[config.mk]
export PLATFORM = sky130hd
export DESIGN_NAME = sync_fifo_param
export DESIGN_NICKNAME = d
export VERILOG_FILES = /design/src/rtl/fifo_pkg.sv /design/src/rtl/sync_fifo_ram.sv /design/src/rtl/sync_fifo_param.sv
export SDC_FILE = /design/constraint.sdc
export NUM_CORES = 1
export LEC_CHECK = 0
export ABC_AREA = 1
export BUFFER_PORTS_ARGS = -buffer_cell sky130_fd_sc_hd__buf_2
export CAP_MARGIN = 40
export CORE_MARGIN = 1.5
export CORE_UTILIZATION = 44
export CTS_CLUSTER_DIAMETER = 30
export DETAILED_ROUTE_END_ITERATION = 16
export GPL_ROUTABILITY_DRIVEN = 0
export HOLD_SLACK_MARGIN = 0.12
export PLACE_DENSITY = 0.56
export SLEW_MARGIN = 5
export SYNTH_ARGS = -nofsm -noshare
export SYNTH_HDL_FRONTEND = slang
export SYNTH_HIERARCHICAL = 1
export SYNTH_SLANG_ARGS = --single-unit
[constraint.sdc]
create_clock -name clk -period 5.8 [get_ports clk]
set_input_delay 0.87 -clock clk [delete_from_list [all_inputs] [get_ports clk]]
set_output_delay 0.87 -clock clk [all_outputs]
set_load 0.005 [all_outputs]
[src/rtl/fifo_pkg.sv]
// Shared constants and helpers for the parametrised synchronous FIFO family.
package fifo_pkg;

  localparam int AE_DEFAULT = 4;
  localparam int AF_MARGIN  = 4;

  // Occupancy must represent 0..depth inclusive.
  function automatic int cnt_width(input int depth);
    return $clog2(depth + 1);
  endfunction

endpackage

[src/rtl/sync_fifo_ram.sv]
// Simple dual-port storage: one synchronous write port, one registered read port.
module sync_fifo_ram
  import fifo_pkg::*;
#(
  parameter int WIDTH = 8,
  parameter int DEPTH = 56,
  localparam int AW = (DEPTH > 1) ? $clog2(DEPTH) : 1
) (
  input  logic             clk,
  input  logic             rst,
  input  logic             wr_en,
  input  logic [AW-1:0]    wr_addr,
  input  logic [WIDTH-1:0] wr_data,
  input  logic             rd_en,
  input  logic [AW-1:0]    rd_addr,
  output logic [WIDTH-1:0] rd_data
);

  logic [WIDTH-1:0] mem [DEPTH];

  always_ff @(posedge clk) begin
    if (wr_en) mem[wr_addr] <= wr_data;
  end

  // Same-address read and write returns the old word, which the full-FIFO
  // simultaneous access relies on.
  always_ff @(posedge clk) begin
    if (rst)        rd_data <= '0;
    else if (rd_en) rd_data <= mem[rd_addr];
  end

endmodule

[src/rtl/sync_fifo_param.sv]
// Parametrised single-clock FIFO with exact count, level flags and sticky errors.
module sync_fifo_param
  import fifo_pkg::*;
#(
  parameter int WIDTH    = 8,
  parameter int DEPTH    = 56,
  parameter int AF_LEVEL = DEPTH - AF_MARGIN,
  parameter int AE_LEVEL = AE_DEFAULT,
  localparam int CW      = cnt_width(DEPTH)
) (
  input  logic             clk,
  input  logic             rst,
  input  logic             wr,
  input  logic [WIDTH-1:0] wrData,
  input  logic             rd,
  output logic [WIDTH-1:0] rdData,
  output logic             rdValid,
  input  logic             clrErr,
  output logic             full,
  output logic             empty,
  output logic             almostFull,
  output logic             almostEmpty,
  output logic [CW-1:0]    count,
  output logic             overflow,
  output logic             underflow
);

  localparam int PW = (DEPTH > 1) ? $clog2(DEPTH) : 1;
  localparam logic [PW-1:0] LAST_PTR = PW'(DEPTH - 1);
  localparam logic [CW-1:0] FULL_CNT = CW'(DEPTH);

  logic [PW-1:0] wr_ptr, rd_ptr;
  logic          wr_acc, rd_acc;

  function automatic logic [PW-1:0] bump(input logic [PW-1:0] p);
    return (p == LAST_PTR) ? '0 : p + 1'b1;
  endfunction

  always_comb begin
    full        = (count == FULL_CNT);
    empty       = (count == '0);
    almostFull  = (int'(count) >= AF_LEVEL);
    almostEmpty = (int'(count) <= AE_LEVEL);
    rd_acc      = rd && !empty;
    wr_acc      = wr && (!full || rd_acc);
  end

  always_ff @(posedge clk) begin
    if (rst) begin
      wr_ptr    <= '0;
      rd_ptr    <= '0;
      count     <= '0;
      rdValid   <= 1'b0;
      overflow  <= 1'b0;
      underflow <= 1'b0;
    end else begin
      if (wr_acc) wr_ptr <= bump(wr_ptr);
      if (rd_acc) rd_ptr <= bump(rd_ptr);
      case ({wr_acc, rd_acc})
        2'b10:   count <= count + 1'b1;
        2'b01:   count <= count - 1'b1;
        default: count <= count;
      endcase
      rdValid <= rd_acc;
      // A fresh error takes priority over a clear in the same cycle.
      if (wr && !wr_acc) overflow <= 1'b1;
      else if (clrErr)   overflow <= 1'b0;
      if (rd && !rd_acc) underflow <= 1'b1;
      else if (clrErr)   underflow <= 1'b0;
    end
  end

  sync_fifo_ram #(
    .WIDTH (WIDTH),
    .DEPTH (DEPTH)
  ) u_ram (
    .clk     (clk),
    .rst     (rst),
    .wr_en   (wr_acc),
    .wr_addr (wr_ptr),
    .wr_data (wrData),
    .rd_en   (rd_acc),
    .rd_addr (rd_ptr),
    .rd_data (rdData)
  );

endmodule

==> impl_metrics.py <==
metrics = {
    "run_status": {
        "status": "completed",
    },
    "clocking": {
        "cts_hold_buf": 0,
        "post_cts_buffers": 0,
        "clkLatencyLatePin_ps": 640,
        "cts_buffer_depth": 3,
        "path_clk_slew_ps": 50,
        "post_cts_resized": 0,
        "cts_inserted_buffers": 101,
        "cts-root-buf": "clkbuf_16",
        "h-tree-depth": 3,
        "numClockSinks": 477,
        "cts_tree": "built",
    },
    "setup_path": {
        "path_cells": "clkinv_2, buf_4, nand3_1, nand3_1, nand3_1, nand3_1, nand3_1, nand3_1, nand2_1, inv_1",
        "r2r-start": "rd_ptr[1]$_SDFFE_PP0N_",
        "reg2reg_depth": 10,
        "worst-path-buf-inv": 3,
        "cp-start-kind": "flip-flop",
        "critPathCaptureType": "flip-flop",
        "timing.rr.end": "u_ram/rd_data[3]$_SDFFE_PP0P_",
        "path_delay_family": "buffers and inverters",
        "reg2reg_slack_ps": 2660,
        "cp_max_fo": 60,
        "cpPeakStageDelay_ps": 870,
        "arrival_ps": 3650,
        "crit_type": "flip-flop to flip-flop",
        "cp_common_cell": "nand3_1",
        "crit_slowest_cell": "dfxtp_4",
        "cp.required_ps": 6320,
    },
    "timing": {
        "setup_viol": 0,
        "clock_skew_ps": 33.88,
        "finalWorstSetupSlack_ps": 2665,
        "maxSlewViolCount": 0,
        "relSlewSlack_pct": 7.980,
        "hold_viol_final": 0,
        "fin_crit_sh_pct": 54.06,
        "period_minus_slack_ps": 3135,
        "rsz0062_at_grt": "false",
        "max_freq_ghz": 0.3190,
        "fin_setup_tns_ps": 0,
        "worst_pin_slew_ps": 1380,
    },
    "detailed_routing": {
        "wl_per_cell_um": 20.02,
        "routed_via_density": 5.264,
        "wl_met1_mm": 24.83,
        "drt_iter0_drc": 1484,
        "dr.pass1.iters": 6,
        "vias": 14629,
        "wl_met2_mm": 25.32,
        "finalWirelength_mm": 55.64,
        "ant_nets": 0,
        "drc": 0,
        "highest_layer": "met4",
        "wl_met3_mm": 4.072,
    },
    "flow_run": {
        "maxCapViolCount": 0,
    },
    "placed_design": {
        "dp_hpwl_mm": 31.79,
        "port_buffers": 33,
        "pre_cts_slack_ps": 2618,
        "dp.cells": 2594,
    },
    "floorplan": {
        "fp.dieH_um": 220.4,
        "coreArea_sq_um": 46560,
        "rows": 79,
        "io_pins": 34,
        "die_x_um": 220.4,
        "initial_utilization_pct": 44.67,
        "dieArea_sq_um": 48580,
    },
    "power_and_ir_drop": {
        "power.total_mw": 11.12,
        "netSwitchingFraction_pct": 25.84,
        "power.internal_mw": 8.243,
        "powerDensity_nw_per_um2": 443.6,
        "p_sw_mw": 2.872,
        "p_seq_share_pct": 35.2,
        "clkPwrFrac_pct": 52.9,
        "power_leakage_nw": 10.06,
        "combPwrFrac_pct": 11.9,
        "ir_drop_uv": 285.4,
    },
    "logic_synthesis": {
        "synth_top_family_by_area": "simple AND/OR/NAND/NOR gates",
        "ys_seq_elements": 477,
        "synth-xor-area-share_pct": 0.2106,
        "synth_area_sq_um": 20800,
        "syn_nets": 2035,
        "yosys.area_share.adder_pct": 0.4572,
        "synth_cell_types": 39,
        "syn_inst": 2015,
        "synth_compound_gate_area_share_pct": 2.340,
        "synthMuxAreaShare_pct": 0,
        "ys_seq_area_share_pct": 67.47,
        "syn_area_per_cell_sq_um": 10.32,
        "ys_warn_count": 6,
        "synth_simple_gate_area_share_pct": 22.73,
    },
    "hold_path": {
        "min_to": "underflow$_SDFFE_PP0P_",
        "hold_depth": 2,
        "min_from": "underflow$_SDFFE_PP0P_",
        "hold_class": "flip-flop to flip-flop",
    },
    "finish": {
        "layout-drive-gt1-share_pct": 12.06,
        "stdcell_count": 2779,
        "fill_cells": 4023,
        "seq_area_sq_um": 14040,
        "area_delta_synth_final_pct": 20.47,
        "layout.cells.most_common": "nand2_1",
        "final_cell_mix": "nand2_1, edfxtp_1, nand3_1",
        "diodes": 0,
        "multi_input_area_sq_um": 5353,
        "finalNetCount": 2111,
    },
    "global_routing": {
        "antenna_found_initial": 2,
        "overflow": 0,
        "grt_pass1_wl_mm": 85.09,
        "track_usage_pct": 23.52,
        "grt_max_degree": 231,
        "grt_pass1_vias": 13943,
    },
}
layout make-up:
class | count | share of cell area (%)
inverter | 220 | 3.351
timing repair buffer | 74 | 2.152
sequential | 477 | 56.04
clock inverter | 71 | 3.541
tap | 607 | 3.031
clock buffer | 113 | 10.52
multi-input combinational | 1217 | 21.36
per-stage QoR:
stage | util, % | area [sq um] | hold WS (ps)
after CTS | 53.80 | 25050 | 472.4
after detailed placement | 46.24 | 21530 | 459.7
after global placement | 45.77 | 21310 | 454.3
final | 53.82 | 25060 | 468.3
after floorplan | - | 20800 | 459.7
after global routing | 53.82 | 25060 | 505.2
worst max path at each step:
| stage | start | endpoint | slack (ps) | depth (start not counted) |
|---|---|---|---|---|
| 4_1_cts | rd_ptr[1]$_SDFFE_PP0N_ | u_ram/rd_data[3]$_SDFFE_PP0P_ | 2720 | 10 |
| 5_1_grt | rd_ptr[1]$_SDFFE_PP0N_ | u_ram/rd_data[3]$_SDFFE_PP0P_ | 2520 | 10 |
| 3_3_place_gp | rd_ptr[1]$_SDFFE_PP0N_ | u_ram/rd_data[3]$_SDFFE_PP0P_ | 2300 | 10 |
| 3_5_place_dp | wr | u_ram/mem[38][4]$_DFFE_PP_ | 2620 | 5 |
| 6_report | rd_ptr[1]$_SDFFE_PP0N_ | u_ram/rd_data[3]$_SDFFE_PP0P_ | 2660 | 10 |
| 2_1_floorplan | wr | u_ram/mem[48][0]$_DFFE_PP_ | 3210 | 5 |
power by group through the flow:
stage,Clock (mW),Combinational [mW],Sequential (mW)
after floorplan,0,0.946,3.91
after global placement,0,1.30,3.97
after detailed placement,0,1.32,3.97
after CTS,5.95,1.33,3.91
after global routing,6.12,1.47,3.91
final,5.88,1.33,3.91
logic make-up (layout without fill, tap and decap cells):
group,after synthesis,count (layout)
AND/OR/NAND/NOR,1120,1120
flip-flops,477,477
buffers and inverters,321,478
AO/OA/AOI/OAI,85,85
adder cells (fa/ha/maj),7,7
XOR/XNOR,5,5
cells in the mapped netlist:
master	number	area [sq um]
o211a_1	1	10.01
nor3_4	1	16.27
xor2_1	3	26.28
clkinv_4	1	8.760
nand3_4	2	35.03
nor3_1	10	50.05
nor2_1	157	589.3
a21oi_4	1	16.27
nand3b_1	2	15.01
dfxtp_1	29	580.6
clkinv_1	1	3.750
a21oi_1	16	80.08
buf_1	7	26.28
nand2_2	2	12.51
o21bai_1	1	7.510
inv_2	1	3.750
o21ai_0	31	155.2
buf_2	47	235.2
buf_6	9	101.4
buf_8	1	15.01
nand3_1	296	1481
edfxtp_1	448	13450
xnor2_1	2	17.52
nor2_2	1	6.260
o211ai_1	17	127.6
ha_1	6	75.07
or2_2	1	6.260
buf_4	16	120.1
fa_1	1	20.02
nand2_8	2	40.04
nand3_2	2	20.02
nand4_1	6	37.54
o21ai_1	18	90.09
nand2_4	1	11.26
inv_1	215	807.0
nor2_4	2	22.52
nand2_1	635	2384
inv_4	2	12.51
clkbuf_1	21	78.83
metal layers:
| metal | up-vias | GRT usage [%] |
|---|---|---|
| li1 | 6882 | - |
| met1 | 7108 | 33.43 |
| met2 | 545 | 36.37 |
| met3 | 94 | 4.069 |
| met4 | 0 | 8.526 |
| met5 | - | 0 |
sequential cells by signal, indices dropped and copies added, names as in the netlist:
| name | flops |
|---|---|
| rd_ptr | 6 |
| rdValid | 1 |
| u_ram/rd_data | 8 |
| u_ram/mem | 448 |
| overflow | 1 |
| wr_ptr | 6 |
| count | 6 |
| underflow | 1 |
tightest hold or removal path: stages (launching register included):
cell,delay (ps)
dfxtp_1,300
nand2_1,60
a21oi_1,50
Power figures use the tool's default switching activity.
